==> src/rtl/input_sweep_sequencer.sv <==
// Stimulus-and-capture sequencer for final_circuit.
// Drives EN and walks {a,b,c,d} through 0000..1111, holding each vector for
// SETTLE_CYCLES before sampling f. Builds the observed truth table, compares
// it against a latched expected table and reports done/pass/mismatch count.
//
// state  | meaning
// IDLE   | waiting for start after reset
// DRIVE  | current vector applied, settle counter running
// SAMPLE | one cycle: capture f for the current vector
// DONE   | results held until the next start
//
// Every output is a register fed from the current state and datapath, so all
// outputs trail the internal state by one clock. This lets a held-high start
// restart straight out of DONE while done/result/pass remain visible for one
// cycle.
module input_sweep_sequencer #(
  parameter int SETTLE_CYCLES = 4,
  parameter int CNT_W         = 4
) (
  input  logic        clk,
  input  logic        rst_n,
  input  logic        start,
  input  logic [15:0] expected,
  input  logic        f,
  output logic        en,
  output logic        a,
  output logic        b,
  output logic        c,
  output logic        d,
  output logic        busy,
  output logic        done,
  output logic        pass,
  output logic [15:0] result,
  output logic [4:0]  mismatch_cnt
);

  typedef enum logic [1:0] {
    IDLE   = 2'd0,
    DRIVE  = 2'd1,
    SAMPLE = 2'd2,
    DONE   = 2'd3
  } state_t;

  localparam logic [CNT_W-1:0] CNT_LAST = CNT_W'(SETTLE_CYCLES - 1);

  state_t            state;
  state_t            state_nxt;
  logic [3:0]        idx;
  logic [CNT_W-1:0]  cnt;
  logic [15:0]       exp_lat;
  logic [15:0]       res_int;
  logic [4:0]        mm_int;
  logic [3:0]        vec_q;
  logic              sweeping;

  assign sweeping     = (state == DRIVE) || (state == SAMPLE);
  assign {a, b, c, d} = vec_q;

  // State register.
  always_ff @(posedge clk or negedge rst_n) begin
    if (!rst_n) begin
      state <= IDLE;
    end else begin
      state <= state_nxt;
    end
  end

  // Next-state decode; start is only honoured from IDLE or DONE.
  always_comb begin
    state_nxt = state;
    case (state)
      IDLE, DONE: begin
        if (start) state_nxt = DRIVE;
      end
      DRIVE: begin
        if (cnt == CNT_LAST) state_nxt = SAMPLE;
      end
      SAMPLE: begin
        state_nxt = (idx == 4'hF) ? DONE : DRIVE;
      end
      default: state_nxt = IDLE;
    endcase
  end

  // Sweep datapath: vector index, settle timer, capture and mismatch tally.
  always_ff @(posedge clk or negedge rst_n) begin
    if (!rst_n) begin
      idx     <= '0;
      cnt     <= '0;
      exp_lat <= '0;
      res_int <= '0;
      mm_int  <= '0;
    end else begin
      case (state)
        IDLE, DONE: begin
          if (start) begin
            exp_lat <= expected;
            res_int <= '0;
            mm_int  <= '0;
            idx     <= '0;
            cnt     <= '0;
          end
        end
        DRIVE: begin
          if (cnt != CNT_LAST) cnt <= cnt + CNT_W'(1);
        end
        SAMPLE: begin
          res_int[idx] <= f;
          if (f != exp_lat[idx]) mm_int <= mm_int + 5'd1;
          if (idx != 4'hF) begin
            idx <= idx + 4'd1;
            cnt <= '0;
          end
        end
        default: ;
      endcase
    end
  end

  // Registered outputs; pass uses the tally already including the last sample.
  always_ff @(posedge clk or negedge rst_n) begin
    if (!rst_n) begin
      en           <= 1'b0;
      vec_q        <= '0;
      busy         <= 1'b0;
      done         <= 1'b0;
      pass         <= 1'b0;
      result       <= '0;
      mismatch_cnt <= '0;
    end else begin
      en           <= sweeping;
      vec_q        <= sweeping ? idx : 4'h0;
      busy         <= sweeping;
      done         <= (state == DONE);
      pass         <= (state == DONE) && (mm_int == 5'd0);
      result       <= res_int;
      mismatch_cnt <= mm_int;
    end
  end

endmodule

==> config.mk <==
export PLATFORM = sky130hd
export DESIGN_NAME = input_sweep_sequencer
export DESIGN_NICKNAME = d
export VERILOG_FILES = /design/src/rtl/input_sweep_sequencer.sv
export SDC_FILE = /design/constraint.sdc
export NUM_CORES = 1
export LEC_CHECK = 0
export BUFFER_PORTS_ARGS = -buffer_cell sky130_fd_sc_hd__buf_2
export CORE_UTILIZATION = 56
export DETAILED_ROUTE_END_ITERATION = 8
export GPL_TIMING_DRIVEN = 1
export HOLD_SLACK_MARGIN = 0.05
export PLACE_DENSITY = 0.79
export SETUP_SLACK_MARGIN = 0.02
export SLEW_MARGIN = 40
export SYNTH_ARGS = -nofsm -noshare
export SYNTH_HDL_FRONTEND = slang
export SYNTH_SLANG_ARGS = --single-unit
==> constraint.sdc <==
create_clock -name clk -period 2.34 [get_ports clk]
set_input_delay 0 -clock clk [delete_from_list [all_inputs] [get_ports clk]]
set_output_delay 0 -clock clk [all_outputs]
set_load 0.01 [all_outputs]
; ---- Yosys cells after proc, flatten, opt, wreduce, memory -nomap -nowiden
; Cells that the tools add are included.
[totals]
regBits = 75
romBits = 0
out_inout_bits = 29
word_cells = 64
input_bits = 20
latch_bits = 0
mem_bits_rw = 0
memories = 0
[classes]
n_bitwise = 0
reduce_logical = 13
mul = 0
n_lt_le_gt_ge = 2
addsub = 3
shift = 0
n_eq_ne = 13
n_mux = 21
div = 0
[ops]
columns = cell, n
row1 = $pmux W16 S2, 1
row2 = $mux W4, 5
row3 = $bwmux W16, 1
row4 = $mux W16, 1
row5 = $pmux W4 S3, 1
row6 = $mux W5, 2
row7 = $pmux W5 S2, 1
row8 = $reduce_and A3 Y1, 3
row9 = $add A4 B1 Y4 const B, 2
row10 = $ne A2 B1 Y1 const B, 4
row11 = $pmux W4 S2, 1
row12 = $mux W2, 3
row13 = $pmux W2 S3, 1
row14 = $reduce_and A2 Y1, 3
row15 = $add A5 B1 Y5 const B, 1
row16 = $logic_not A5 Y1, 1
row17 = $lt A4 B5 Y1 const B, 1
row18 = $bmux W1 S4, 1
row19 = $demux W1 S4, 1
row20 = $eq A2 B2 Y1 const B, 2
row21 = $eq A4 B2 Y1 const B, 1
row22 = $eq A4 B4 Y1 const B, 1
row23 = $ge A4 B1 Y1 const B, 1
row24 = $ne A4 B2 Y1 const B, 1
row25 = 10 further kinds, 12

; ---- Logic depth before layout (Yosys ltp)
[depth]
ltp_word = 6
mapped_depth = 9
depth_no_buf = 7

; ---- Worst setup path before layout
; OpenSTA, ideal clock, no wires.
[synth_timing]
path_kind = reg-to-reg
from = register idx[0]
to = register mm_int[3]
setup_ns = 0.078
n_path_buf = 1
path_slack_ns = 0.180
arrival_ns = 2.083
stages_incl_launch_ff = 7
required_ns = 2.262
path_cell_list = dfrtp_1 > buf_6 > mux2i_1 > mux4_2 > mux2_4 > or4_1 > a21oi_1
[synth_between]
elab_chain_cells = 5
[synth_rtl]
columns = element, line_no
row1 = start: declaration, 48  ; logic [3:0] idx;
row2 = start signal: assignment, 111  ; idx <= idx + 4'd1;
row3 = $bmux W1 S4, 109  ; if (f != exp_lat[idx]) mm_int <= mm_int + 5'd1;
row4 = $mux W1 (implied by the code), 109
row5 = $ne A1 B1 Y1, 109
row6 = $ne A2 B1 Y1 (no line), n/a
row7 = $reduce_and A3 Y1 (no line), n/a
row8 = end signal: assignment, 109
row9 = end: declaration, 52  ; logic [4:0] mm_int;
; Every way passes these cells. The select of a mux whose other input is x is not followed.
; A chain may end at the register's enable or synchronous reset.

; ---- Worst setup path in the final report
; Ends and elaborated chain as after synthesis.

==> results.toml <==
[global_routing]
antenna_found_initial = 0
grt_pass1_vias = 2274
grt_usage_pct = 23.05
grt_pass1_wl_um = 10660
grt_max_degree = 76
grt-ovfl-total = 0

[routing]
drc = 0
initialDrtViolationCount = 144
dr.pass1.iters = 4
met3WireLength_um = 302
num_vias = 2355
top_layer_used = "met4"
wl_um = 6309
wl_per_cell_um = 14.91
vias_per_cell = 5.567
met1Wirelength_um = 2832
ant_nets = 0
wl_met2_um = 3066

[synthesis]
async_flop_share_pct = 100.0
syn_area_um2 = 3249
synth_warnings = 0
synth_compound_area_share_pct = 13.86
synth_nets = 303
synthCells = 272
yosys.area_share.simple_pct = 8.664
synth_top_area_share_pct = 57.76
syn_avg_cell_area_um2 = 11.95
ys_seq_area_share_pct = 57.76
synthMuxAreaShare_pct = 12.36
synth_top_family_by_area = "compound AO/OA/AOI/OAI gates"
synth_top_flop_cell = "dfrtp_1"
yosysTopAreaCell = "dfrtp_1"
ys_types = 42
synthAdderAreaFrac_pct = 4.236
ys_ff_latch = 75
synth_edf_count = 0
synth-xor-area-share_pct = 0
synthTopCellsByArea = "dfrtp_1 58%, mux2_2 5.9%, o21ai_0 5.2%"

[run]
drv_cap = 0

[cts]
post_cts_buffers = 0
cts_max_level = 3
clkLatencyLatePin_ns = 0.34
cts_sinks = 75
cts_root_buffer = "clkbuf_8"
clk_pin_slew_ns = 0.08
cts_tree = "built"
cts-buffers-inserted = 9
clockBufferDepth = 2

[setup_path]
critPathMaxFanout = 9
r2r-start = "idx[0]"
cp-end-kind = "register"
r2r_cells = 5
rr_endpoint = "mm_int[3]"
worstSetupStartpointType = "register"
required_ns = 2.62
r2r_slack_ns = 0.16
arrival_ns = 2.46
crit_start = "idx[0]"
crit_type = "register to register"

[finish]
fin_nets = 377
syn_to_final_growth_pct = 22.83
multi_input_area_um2 = 1271
register_area_um2 = 1878
fill_cells = 406
drive_gt1_share_pct = 28.49
diodes = 0
layout.cells.non_filler = 423

[placement]
post-place-cells = 390
hpwlAfterDp_um = 4243
gp_congestion = 0.8806
portBuffers = 48

[hold_path]
holdPathStages = 3
hold_start = "start"
hold_end = "idx[2]"
hold_class = "input port to register"

[power_and_ir_drop]
seq_power_share_pct = 43.8
p_clk_share_pct = 26.0
swShare_pct = 31.28
p_sw_w = 0.001197
ir_worst_vdd_v = 0.0006546
p_int_w = 0.002629
comb_power_share_pct = 30.2
p_leak_nw = 1.931
p_per_area_nw_per_um2 = 958.5

[floorplan]
rows = 27
die_w_um = 78.18
start_util_pct = 58.65
die-area_um2 = 6111
design.core.area_um2 = 5540
fp.dieH_um = 78.18
io_pins = 49

[status]
status = "completed"

[timing]
worstMarginPinSlew_ns = 0.4954
finalSetupViolCount = 0
rsz0062_at_grt = "false"
finalClockSkew_ns = 0.007331
fmax_mhz = 458.1
period_needed_ns = 2.183
finalCritPeriodShare_pct = 93.29
max_slew_margin_pct = 66.91
drv_slew = 0
hold_viol_final = 0
setup_tns_ns = 0
## critical path, cell delays in order, from the launching register on
cell and delay, ns:
dfrtp_2 0.50, mux2i_1 0.15, mux4_2 0.49, mux2_4 0.34, or4_1 0.48, a21oi_1 0.15
## placed cells by master, fill, tap and decap left out, types with 5 or more instances in the layout
master	synthesis	routed
a21boi_0	15	14
a21oi_1	6	6
a22o_1	5	5
buf_2	0	48
buf_4	1	11
clkbuf_8	0	10
dfrtp_1	75	74
dlygate4sd3_1	0	17
ha_1	11	11
inv_1	9	9
mux2_2	17	17
mux2i_1	15	15
nand2_1	12	12
nand3_1	5	5
nor2_1	15	15
o21ai_0	34	34
## layout make-up
type	count	area share (%)
Clock buffer	10	3.448
Clock inverter	6	1.599
Inverter	10	0.9404
Multi-Input combinational cell	173	31.85
Sequential cell	75	47.05
Tap cell	72	2.257
Timing Repair Buffer	77	12.85
## per-stage QoR
| stage | hold WS, ns | util (%) | worst slack [ns] | total power [W] | area, um^2 |
|---|---|---|---|---|---|
| after floorplan | -0.2956 | - | 0.1798 | 0.002505 | 3249 |
| after global placement | 0.05573 | 65.31 | 0.1430 | 0.002781 | 3618 |
| after detailed placement | 0.05490 | 65.31 | 0.06537 | 0.002831 | 3618 |
| after CTS | 0.08420 | 72.02 | 0.05290 | 0.003848 | 3990 |
| after global routing | 0.1298 | 72.04 | 0.07830 | 0.004051 | 3991 |
| final | 0.1014 | 72.04 | 0.1571 | 0.003826 | 3991 |
## sequential cells by signal, indices dropped and copies added, names as in the netlist
register	count
res_int	16
done	1
state	2
pass	1
cnt	4
vec_q	4
mm_int	5
mismatch_cnt	5
result	16
exp_lat	16
busy	1
idx	4
## cells by family (layout without fill, tap and decap cells)
logic type	count (synthesis)	in the layout
buffers and inverters	24	103
flip-flops	75	75
AND/OR/NAND/NOR	54	54
adder cells (fa/ha/maj)	11	11
multiplexers	35	35
AO/OA/AOI/OAI	73	73
## Yosys cell counts (2+ instances only)
cell type / number
dfrtp_1: 75
o21ai_0: 34
mux2_2: 17
a21boi_0: 15
mux2i_1: 15
nor2_1: 15
nand2_1: 12
ha_1: 11
clkbuf_1: 10
inv_1: 9
a21oi_1: 6
a22o_1: 5
nand3_1: 5
nand4b_1: 3
nor2b_1: 3
o22ai_1: 3
a21o_1: 2
buf_1: 2
mux4_2: 2
nor3_1: 2
nor3b_1: 2
o31ai_1: 2
or2_2: 2
or4_1: 2
## per-layer routing
layer / global-route usage (%) / up-vias
met5: 0 / -
met2: 35.88 / 71
met3: 4.419 / 11
met4: 11.30 / 0
met1: 31.22 / 1148
li1: - / 1125
## what timing repair did
item / 4_1_cts / 5_1_grt
endpoints found under the setup margin: 0 / 2
endpoints found under the hold margin: 91 / 0
resized for setup: 0 / 1
hold buffers: 17 / 0
## power groups by stage
stage | Clock (W) | Sequential [W] | Combinational (W)
floorplan | 0 | 0.00165 | 0.000851
finish | 0.000993 | 0.00168 | 0.00116
detailed placement | 0 | 0.00170 | 0.00113
global placement | 0 | 0.00169 | 0.00109
CTS | 0.00101 | 0.00168 | 0.00116
global route | 0.00107 | 0.00170 | 0.00127
## worst max path at each step
stage                            to  slack, ns  cells after the start
final                     mm_int[3]       0.16                      5
after global routing      mm_int[3]       0.08                      6
after CTS                 mm_int[3]       0.05                      5
after detailed placement  mm_int[3]       0.07                      5
after global placement    mm_int[3]       0.14                      5
after floorplan           mm_int[3]       0.18                      6
(Power assumes the default switching activity.)
